## src/rtl/otter_pkg.sv

```systemverilog
// Shared definitions for the OTTER fetch stage.
//   NOP_INSTR            - bubble instruction (addi x0,x0,0) placed in IF/ID
//   RESET_VECTOR_DEFAULT - default first fetch address after reset
//   fetch_state_t        - fetch occupancy: nothing pending, read in flight,
//                          or response parked in the hold buffer
//   fetch_state()        - decodes the two occupancy flags into a state
package otter_pkg;

    localparam logic [31:0] NOP_INSTR            = 32'h0000_0013;
    localparam logic [31:0] RESET_VECTOR_DEFAULT = 32'h0000_0000;

    typedef enum logic [1:0] {
        EMPTY  = 2'd0,
        STREAM = 2'd1,
        HELD   = 2'd2
    } fetch_state_t;

    // infl and hold are never both set; hold takes precedence if they were.
    function automatic fetch_state_t fetch_state(input logic infl, input logic hold);
        if (hold)
            return HELD;
        else if (infl)
            return STREAM;
        else
            return EMPTY;
    endfunction

endpackage

```

## src/rtl/otter_fetch_stage_if.sv

```systemverilog
// Instruction port (port 1) of the OTTER main memory.
//   MEM_ADDR1 - byte address of the instruction word to read
//   MEM_READ1 - read strobe
//   MEM_DOUT1 - read data, valid the cycle after a MEM_READ1=1 cycle
// master: the fetch stage; slave: the memory.
interface otter_fetch_stage_if;
    logic [31:0] MEM_ADDR1;
    logic        MEM_READ1;
    logic [31:0] MEM_DOUT1;

    modport master (output MEM_ADDR1, output MEM_READ1, input  MEM_DOUT1);
    modport slave  (input  MEM_ADDR1, input  MEM_READ1, output MEM_DOUT1);
endinterface

```

## src/rtl/otter_fetch_stage_hold_buf.sv

```systemverilog
// fetch_hold_buf: one-entry instruction/PC capture register.
// Parks the memory response that arrives while the pipe is stalled, because
// the synchronous memory will not present it again.
//   clk, rst       - clock, asynchronous active-high reset
//   capture        - load ir_in/pc_in and mark the entry valid
//   clear          - drop the entry (wins over capture)
//   ir_in, pc_in   - instruction and its address to park
//   valid, ir, pc  - parked entry
module fetch_hold_buf
    import otter_pkg::*;
(
    input  logic        clk,
    input  logic        rst,
    input  logic        capture,
    input  logic        clear,
    input  logic [31:0] ir_in,
    input  logic [31:0] pc_in,
    output logic        valid,
    output logic [31:0] ir,
    output logic [31:0] pc
);

    always_ff @(posedge clk or posedge rst) begin
        if (rst) begin
            valid <= 1'b0;
            ir    <= NOP_INSTR;
            pc    <= 32'h0;
        end else if (clear) begin
            valid <= 1'b0;
        end else if (capture) begin
            valid <= 1'b1;
            ir    <= ir_in;
            pc    <= pc_in;
        end
    end

endmodule

```

## src/rtl/otter_fetch_stage.sv

```systemverilog
// otter_fetch_stage: instruction fetch for the pipelined OTTER RV32I core.
// Owns the PC, issues reads on memory port 1, absorbs the one-cycle read
// latency and fills the IF/ID register. Supports stall from the hazard unit
// and redirect (FLUSH) from execute.
//   CLK, RST       - clock, asynchronous active-high reset
//   STALL          - hold PC and IF/ID
//   FLUSH          - discard in-flight/held work, fetch REDIRECT_PC
//   REDIRECT_PC    - redirect target (bits [1:0] ignored)
//   mem            - memory port 1 (master side)
//   DEC_IR/PC/PC4  - IF/ID instruction, its address, address + 4
//   DEC_VALID      - IF/ID holds a real instruction
module otter_fetch_stage
    import otter_pkg::*;
#(
    parameter logic [31:0] RESET_VECTOR = RESET_VECTOR_DEFAULT
) (
    input  logic                       CLK,
    input  logic                       RST,
    input  logic                       STALL,
    input  logic                       FLUSH,
    input  logic [31:0]                REDIRECT_PC,
    otter_fetch_stage_if.master        mem,
    output logic [31:0]                DEC_IR,
    output logic [31:0]                DEC_PC,
    output logic [31:0]                DEC_PC4,
    output logic                       DEC_VALID
);

    logic [31:0]  pc_q;
    logic         infl_q;
    logic [31:0]  infl_pc_q;
    logic         hold_q;
    logic [31:0]  hold_ir_q;
    logic [31:0]  hold_pc_q;
    logic         issue;
    logic [31:0]  fetch_addr;
    logic         hold_capture;
    logic         hold_clear;
    fetch_state_t state;

    assign state = fetch_state(infl_q, hold_q);

    // ---- Issue: address/strobe to memory port 1 ----
    // A redirect must issue even when stalled, otherwise the target would be
    // lost while the hazard unit holds the pipe.
    assign issue      = FLUSH | ~STALL;
    assign fetch_addr = FLUSH ? {REDIRECT_PC[31:2], 2'b00} : pc_q;

    // During reset the port reads the reset vector; the result is discarded.
    assign mem.MEM_READ1 = RST | issue;
    assign mem.MEM_ADDR1 = RST ? RESET_VECTOR : fetch_addr;

    always_ff @(posedge CLK or posedge RST) begin
        if (RST) begin
            pc_q      <= RESET_VECTOR;
            infl_q    <= 1'b0;
            infl_pc_q <= RESET_VECTOR;
        end else if (issue) begin
            pc_q      <= fetch_addr + 32'd4;
            infl_q    <= 1'b1;
            infl_pc_q <= fetch_addr;
        end else begin
            infl_q    <= 1'b0;
        end
    end

    // ---- Response: park data that arrives during a stall ----
    assign hold_capture = STALL & ~FLUSH & (state == STREAM);
    assign hold_clear   = FLUSH | (~STALL & (state == HELD));

    fetch_hold_buf u_hold_buf (
        .clk     (CLK),
        .rst     (RST),
        .capture (hold_capture),
        .clear   (hold_clear),
        .ir_in   (mem.MEM_DOUT1),
        .pc_in   (infl_pc_q),
        .valid   (hold_q),
        .ir      (hold_ir_q),
        .pc      (hold_pc_q)
    );

    // ---- IF/ID register ----
    // Bubbles keep DEC_PC/DEC_PC4 so downstream sees a stable address.
    always_ff @(posedge CLK or posedge RST) begin
        if (RST) begin
            DEC_VALID <= 1'b0;
            DEC_IR    <= NOP_INSTR;
            DEC_PC    <= 32'h0;
            DEC_PC4   <= 32'h0;
        end else if (FLUSH) begin
            DEC_VALID <= 1'b0;
            DEC_IR    <= NOP_INSTR;
        end else if (!STALL) begin
            case (state)
                HELD: begin
                    DEC_VALID <= 1'b1;
                    DEC_IR    <= hold_ir_q;
                    DEC_PC    <= hold_pc_q;
                    DEC_PC4   <= hold_pc_q + 32'd4;
                end
                STREAM: begin
                    DEC_VALID <= 1'b1;
                    DEC_IR    <= mem.MEM_DOUT1;
                    DEC_PC    <= infl_pc_q;
                    DEC_PC4   <= infl_pc_q + 32'd4;
                end
                default: begin
                    DEC_VALID <= 1'b0;
                    DEC_IR    <= NOP_INSTR;
                end
            endcase
        end
    end

endmodule

```

## src/flat_wrapper.sv

```systemverilog
// flat-port wrapper written by rule: the top's interface ports become plain ports
module otter_fetch_stage_flat import otter_pkg::*;
#(
    parameter logic [31:0] RESET_VECTOR = RESET_VECTOR_DEFAULT
)
  (CLK, RST, STALL, FLUSH, REDIRECT_PC, DEC_IR, DEC_PC, DEC_PC4, DEC_VALID, mem_MEM_ADDR1, mem_MEM_READ1, mem_MEM_DOUT1);
  otter_fetch_stage_if mem_i ();
  input  logic CLK;
  input  logic RST;
  input  logic STALL;
  input  logic FLUSH;
  input  logic [31:0] REDIRECT_PC;
  output logic [31:0] DEC_IR;
  output logic [31:0] DEC_PC;
  output logic [31:0] DEC_PC4;
  output logic DEC_VALID;
  output wire logic [$bits(mem_i.MEM_ADDR1)-1:0] mem_MEM_ADDR1;
  output wire logic [$bits(mem_i.MEM_READ1)-1:0] mem_MEM_READ1;
  input wire logic [$bits(mem_i.MEM_DOUT1)-1:0] mem_MEM_DOUT1;
  assign mem_MEM_ADDR1 = mem_i.MEM_ADDR1;
  assign mem_MEM_READ1 = mem_i.MEM_READ1;
  assign mem_i.MEM_DOUT1 = mem_MEM_DOUT1;
  otter_fetch_stage #(.RESET_VECTOR(RESET_VECTOR)) u_core (.CLK(CLK), .RST(RST), .STALL(STALL), .FLUSH(FLUSH), .REDIRECT_PC(REDIRECT_PC), .mem(mem_i), .DEC_IR(DEC_IR), .DEC_PC(DEC_PC), .DEC_PC4(DEC_PC4), .DEC_VALID(DEC_VALID));
endmodule
```

## config.mk

```make
export PLATFORM = sky130hd
export DESIGN_NAME = otter_fetch_stage_flat
export DESIGN_NICKNAME = d
export VERILOG_FILES = /design/src/rtl/otter_pkg.sv /design/src/rtl/otter_fetch_stage_if.sv /design/src/rtl/otter_fetch_stage_hold_buf.sv /design/src/rtl/otter_fetch_stage.sv /design/src/flat_wrapper.sv
export SDC_FILE = /design/constraint.sdc
export NUM_CORES = 1
export LEC_CHECK = 0
export BUFFER_PORTS_ARGS = -buffer_cell sky130_fd_sc_hd__buf_2
export CAP_MARGIN = 25
export CORE_AREA = 2 2 162 125
export CTS_BUF_LIST = sky130_fd_sc_hd__clkbuf_16
export DETAILED_ROUTE_END_ITERATION = 8
export DIE_AREA = 0 0 164 127
export HOLD_SLACK_MARGIN = 0.12
export MAX_ROUTING_LAYER = met4
export PLACE_DENSITY = 0.85
export SLEW_MARGIN = 0
export SYNTH_ARGS = -nofsm -noshare
export SYNTH_HDL_FRONTEND = slang
export SYNTH_SLANG_ARGS = --single-unit
```

## constraint.sdc

```tcl
create_clock -name CLK -period 13.2 [get_ports CLK]
set_input_delay 1.98 -clock CLK [delete_from_list [all_inputs] [get_ports CLK]]
set_output_delay 1.98 -clock CLK [all_outputs]
set_load 0.02 [all_outputs]
```

==> results.sh, run 1 <==
export IMPL_cts_sinks=223
export IMPL_power_density_mw_per_mm2=147.9
export IMPL_cp_required_ns=11.22
export IMPL_dp_hpwl_mm=19.71
export IMPL_synth_simple_gate_area_share=0.1713
export IMPL_finalSetupTns_ns=0
export IMPL_worst_hold_slack_ns=0.4703
export IMPL_fmax_mhz=162.6
export IMPL_ys_ff_latch=223
export IMPL_max_slew_worst_pin_slew_ns=0.9144
export IMPL_synth_area_mm2=0.01152
export IMPL_yosysMostFrequentCell="dfrtp_1"
export IMPL_fin_crit_sh=0.4659
export IMPL_dieArea_mm2=0.02083
export IMPL_coreArea_mm2=0.01910
export IMPL_rrSetupSlack_ns=9.71
export IMPL_synthDistinctLibCells=56
export IMPL_synth_xor_area_frac=0.05550
export IMPL_rsz0062_at_grt="no"
export IMPL_max_vdd_ir_drop_mv=0.1005
export IMPL_yosys_most_used_dff="dfrtp_1"
export IMPL_fin_crit_ns=6.150
export IMPL_synth_adder_area_share=0.001086
export IMPL_root_buffer="clkbuf_16"
export IMPL_antenna_found_initial=0
export IMPL_critPathMostFrequentCell="buf_4"
export IMPL_min_to="u_core.DEC_PC[24]"
export IMPL_htree_levels=1
export IMPL_grt_pass1_wl_mm=46.25
export IMPL_finalSetupViolations=0
export IMPL_cts_setup_buffers=0
export IMPL_slowest_delay_ns=0.71
export IMPL_die_h_um=127
export IMPL_synth_enable_flop_cells=0
export IMPL_p_leak_uw=0.006135
export IMPL_timing_final_hold_violations=0
export IMPL_synthTopCellsByCount="217 x dfrtp_1, 158 x nand2_1, 124 x nor2_1"
export IMPL_first_global_vias=8728
export IMPL_syn_to_final_growth_pct=15.75
export IMPL_start_util=0.6031
export IMPL_die_w_um=164
export IMPL_fin_skew_ns=0.007955
export IMPL_cts_tree="done"
export IMPL_drv_cap=0
export IMPL_critPathCaptureType="output pin"
export IMPL_holdCritStartpoint="u_core.DEC_PC[24]"
export IMPL_ys_top_cells_by_area="dfrtp_1 47%, mux2i_1 7.0%, mux2_2 6.9%"
export IMPL_cts_resized=0
export IMPL_cts_clk_slew_worst_paths_ns=0.06
export IMPL_cp_max_fo=111
export IMPL_seq_area_frac_synth=0.4850
export IMPL_drive_above_1_share=0.2415
export IMPL_cts_buffer_depth=3
export IMPL_path_buf_inv=4
export IMPL_worstRegToRegCells=9
export IMPL_drtIter0Drc=1044
export IMPL_grt_max_degree=115
export IMPL_fin_area_mm2=0.01334
export IMPL_drc=0
export IMPL_clk_latency_ns=0.52
export IMPL_grt_use_total=0.2867
export IMPL_netlist_area_leader_share=0.4713
export IMPL_wl_per_cell_um=18.25
export IMPL_r2r_end="u_core.pc_q[30]"
export IMPL_syn_avg_cell_area_um2=9.772
export IMPL_nets=1399
export IMPL_synth_top_family_by_area="simple AND/OR/NAND/NOR gates"
export IMPL_first_pass_iters=5
export IMPL_cp_cell_sequence="buf_4 > buf_16 > buf_4 > mux2i_1 > nor2_1 > buf_2"
export IMPL_syn_nets=1248
export IMPL_numCtsBuffers=23
export IMPL_slew_headroom=0.3890
export IMPL_place_area_mm2=0.01256
export IMPL_io_buffers=195
export IMPL_grt_overflow_total=0
export IMPL_synth_compound_area_share=0.1114
export IMPL_synth_cells=1179
export IMPL_critical_path_startpoint_type="input pin"
export IMPL_gp_congestion=0.8840
export IMPL_cts_hold_fix_buffers=0
export IMPL_yosysWarnings=0
export IMPL_num_io_pins=198
export IMPL_r2r_start="u_core.pc_q[2]"
export IMPL_maxSlewViolCount=0
export IMPL_viasPerCell=5.915
export IMPL_synth_top_cell_by_area="dfrtp_1"
export IMPL_path_class="input pin to output pin"
export IMPL_ant_nets=0
export IMPL_num_vias=9464
export IMPL_outcome="complete, no violations"
export IMPL_ys_async_sr_fraction=1.000
export IMPL_crit_slowest_cell="mux2i_1"
export IMPL_hold_depth=2
export IMPL_cpLargestDelayFamily="buffers and inverters"
export IMPL_synthMuxAreaShare=0.1421
export IMPL_num_rows=44
export IMPL_worstPathArrival_ns=4.17
export IMPL_hp_class="register to register"
export IMPL_drt_total_wl_mm=29.20
export IMPL_startpoint="FLUSH"
stage by stage:
stage               total power (µW)  instances  utilization  worst slack, ns
global route                    2074       1599       0.6979            6.902
floorplan                       1212       1179            -            3.673
global placement                1345       1555       0.6573            6.742
finish                          1972       1600       0.6981            7.050
detailed placement              1369       1555       0.6573            6.712
CTS                             1977       1596       0.6936            6.714
worst register-to-register path, delay by kind of cell (launching register included):
kind            cells  cell delay (ns)
mux                 2             0.38
simple gates        4             1.59
compound gates      1             0.68
buf+inv             1             0.10
fa+ha+maj           1             0.23
flops               1             0.39
sequential cells by signal, indices dropped and copies added, names as in the netlist, 30 cells and up:
name	flops
u_core.DEC_PC4	30
u_core.pc_q	30
u_core.DEC_IR	32
u_core.infl_pc_q	32
u_core.u_hold_buf.pc	32
u_core.DEC_PC	32
u_core.u_hold_buf.ir	32
kinds of logic (layout without fill, tap and decap cells):
family	count (synthesis)	in the layout
other cells	0	1
compound gates	215	215
fa+ha+maj	1	1
buf+inv	90	257
simple gates	424	424
xor+xnor	73	73
mux	153	153
flops	223	223
how the worst max path moves through the flow:
stage | slack [ns] | endpoint | cells after the start
floorplan | 3.67 | mem_MEM_READ1 | 2
global placement | 6.74 | mem_MEM_ADDR1[21] | 5
detailed placement | 6.71 | mem_MEM_ADDR1[21] | 5
CTS | 6.71 | mem_MEM_ADDR1[21] | 5
global route | 6.90 | mem_MEM_ADDR1[21] | 6
finish | 7.05 | mem_MEM_ADDR1[21] | 6
area by class of cell:
class	count	area, µm²
diodes	1	2.502
clock buffers	23	575.6
clock inverters	18	118.9
fillers	1462	5768
inverters	9	41.29
multi-input cells	866	5562
flip-flops and latches	223	5588
well taps	253	316.6
repair buffers	207	1131
metal layers:
layer	routed length [µm]	track usage	vias to the layer above	part of all wire
met5	0	-	-	0
met4	677	0.07121	0	0.023
met3	2229	0.04935	50	0.076
met2	12900	0.4043	391	0.44
met1	13390	0.4329	4593	0.46
li1	-	-	4430	-
where the power goes:
part           switching [µW]  internal [µW]  leakage, µW
Sequential                101            805      0.00273
Combinational             276            185      0.00305
Clock                     267            338     0.000361
cell usage in the layout (no fill, tap or decap), types with 13 or more instances in the layout:
| cell | instances |
|---|---|
| mux2_2 | 71 |
| clkbuf_16 | 23 |
| dfrtp_1 | 217 |
| xor2_1 | 21 |
| nand3_1 | 16 |
| o21ai_0 | 70 |
| a22oi_1 | 29 |
| xnor2_1 | 52 |
| nand2_1 | 158 |
| nand2b_1 | 27 |
| nor2_1 | 123 |
| buf_2 | 193 |
| nor3_1 | 18 |
| a21oi_1 | 73 |
| inv_1 | 13 |
| mux2i_1 | 80 |
| nand4_1 | 19 |
Power figures use the tool's default switching activity.
==> run 2: changes to the inputs <==
- CORE_AREA: 2 2 162 125 -> 2 2 177 136
- DIE_AREA: 0 0 164 127 -> 0 0 179 138
- PLACE_DENSITY: 0.85 -> 0.76
- clock period: 13.2 -> 5.6 ns (I/O delays scaled with it)
==> run 2 against run 1 <==
- non-clock buffer count grew 5
- total power is 140% higher
- combinational power increased by 140%
- sequential share of layout area shrank 0.33 points
- critical path depth did not move
- register-to-register slack worse by 7.4 ns
- critical path type unchanged
- largest power group unchanged
==> results.sh, run 2 (synthesis results as in run 1) <==
export IMPL_hp_class="register to register"
export IMPL_grt_pass1_wl_mm=47.64
export IMPL_numCtsBuffers=24
export IMPL_power_density_mw_per_mm2=349.2
export IMPL_diodes=0
export IMPL_path_buf_inv=4
export IMPL_r2r_start="u_core.infl_q"
export IMPL_start_util=0.4958
export IMPL_first_global_vias=8905
export IMPL_grt_use_met2=0.3364
export IMPL_cts_clk_slew_worst_paths_ns=0.06
export IMPL_drc=0
export IMPL_num_rows=49
export IMPL_die_h_um=138
export IMPL_hold_depth=2
export IMPL_root_buffer="clkbuf_16"
export IMPL_antenna_found_initial=0
export IMPL_num_io_pins=198
export IMPL_io_buffers=195
export IMPL_ant_nets=0
export IMPL_cts_hold_fix_buffers=0
export IMPL_critPathMostFrequentCell="buf_4"
export IMPL_finalSetupViolations=0
export IMPL_final_common_cell="dfrtp_1"
export IMPL_cp_max_fo=67
export IMPL_finalSetupTns_ns=0
export IMPL_path_depth=6
export IMPL_syn_to_final_growth_pct=16.66
export IMPL_max_vdd_ir_drop_mv=0.2568
export IMPL_dieArea_mm2=0.02470
export IMPL_max_slew_worst_pin_slew_ns=0.8141
export IMPL_outcome="complete, no violations"
export IMPL_crit_slowest_cell="buf_4"
export IMPL_gp_congestion=0.9242
export IMPL_slew_headroom=0.4573
export IMPL_groute_layer_met3_usage=0.03905
export IMPL_fin_crit_sh=0.6664
export IMPL_cts_buffer_depth=3
export IMPL_critical_path_startpoint_type="input pin"
export IMPL_clk_latency_ns=0.51
export IMPL_rrSetupSlack_ns=2.35
export IMPL_r2r_end="u_core.DEC_PC4[28]"
export IMPL_dp_cells=1615
export IMPL_cts_tree="done"
export IMPL_worst_hold_slack_ns=0.4671
export IMPL_holdCritStartpoint="u_core.DEC_PC[29]"
export IMPL_cp_cell_sequence="buf_4 > buf_4 > mux2i_1 > buf_4 > nor2_1 > buf_2"
export IMPL_worstPathArrival_ns=2.89
export IMPL_first_pass_iters=5
export IMPL_slowest_delay_ns=0.60
export IMPL_drv_cap=0
export IMPL_coreArea_mm2=0.02324
export IMPL_die_w_um=179
export IMPL_p_total_uw=4693
export IMPL_rsz0062_at_grt="no"
export IMPL_cp_required_ns=4.76
export IMPL_drive_above_1_share=0.2437
export IMPL_p_leak_uw=0.006171
export IMPL_maxSlewViolCount=0
export IMPL_fin_skew_ns=0.009804
export IMPL_drtIter0Drc=636
export IMPL_grt_use_total=0.2467
export IMPL_final_cell_mix="217 x dfrtp_1, 193 x buf_2, 158 x nand2_1, 123 x nor2_1, 80 x mux2i_1"
export IMPL_fmax_mhz=267.9
export IMPL_nets=1405
export IMPL_path_class="input pin to output pin"
export IMPL_htree_levels=1
export IMPL_stdcell_count=1660
export IMPL_fin_crit_ns=3.732
export IMPL_cpLargestDelayFamily="buffers and inverters"
export IMPL_cts_sinks=223
export IMPL_timing_final_hold_violations=0
export IMPL_num_vias=9439
export IMPL_cts_resized=0
export IMPL_grt_max_degree=80
export IMPL_cts_setup_buffers=0
export IMPL_wl_per_cell_um=17.86
export IMPL_grt_overflow_total=0
export IMPL_grt_busiest_layer="met1"
export IMPL_dp_hpwl_mm=20.20
export IMPL_worstRegToRegCells=6
export IMPL_viasPerCell=5.686
export IMPL_min_to="u_core.DEC_PC[29]"
export IMPL_grtUsageMet1=0.3796
export IMPL_critPathCaptureType="output pin"
export IMPL_drt_total_wl_mm=29.64
-- run 2: cell count changes in the layout (fill, tap and decap cells not counted), sizes merged --
cell	change
clkinv	-3
inv	+2
clkinvlp	+2
diode	-1
buf	+5
clkbuf	+2
-- run 2: power breakdown --
group | total, µW | switching (µW) | internal (µW)
Combinational | 1090 | 653 | 436
Clock | 1480 | 630 | 846
Sequential | 2130 | 232 | 1900
-- run 2: routing by layer --
| layer | routed length, µm | share of wire |
|---|---|---|
| met5 | 0 | 0 |
| met4 | 794 | 0.027 |
| met3 | 2045 | 0.069 |
| met2 | 12580 | 0.42 |
| met1 | 14220 | 0.48 |
-- run 2: worst min-delay path, cell delays in order (launching register included) --
cell and delay (ns):
dfrtp_1 0.34, nand2_1 0.05, nand2_1 0.05
-- run 2: worst max-delay path by stage --
stage / startpoint / to / slack [ns]
2_1_floorplan: RST / mem_MEM_READ1 / -0.13
3_3_place_gp: FLUSH / u_core.pc_q[30] / 1.51
3_5_place_dp: FLUSH / u_core.pc_q[30] / 1.48
4_1_cts: FLUSH / mem_MEM_ADDR1[21] / 1.93
5_1_grt: FLUSH / u_core.pc_q[28] / 1.61
6_report: FLUSH / mem_MEM_ADDR1[21] / 1.87
-- run 2: cell type report --
class | instances | area (µm²)
Tap cell | 306 | 382.9
Sequential cell | 223 | 5588
Timing Repair Buffer | 212 | 1141
Fill cell | 2020 | 9796
Clock inverter | 19 | 103.9
Clock buffer | 25 | 625.6
Multi-Input combinational cell | 866 | 5562
Inverter | 9 | 37.54
-- run 2: metrics by stage --
stage / utilization / setup slack (ns) / cell area (µm²)
2_1_floorplan: - / -0.1319 / 11520
3_3_place_gp: 0.5459 / 1.505 / 12680
3_5_place_dp: 0.5459 / 1.482 / 12680
4_1_cts: 0.5772 / 1.933 / 13410
5_1_grt: 0.5784 / 1.607 / 13440
6_report: 0.5784 / 1.868 / 13440
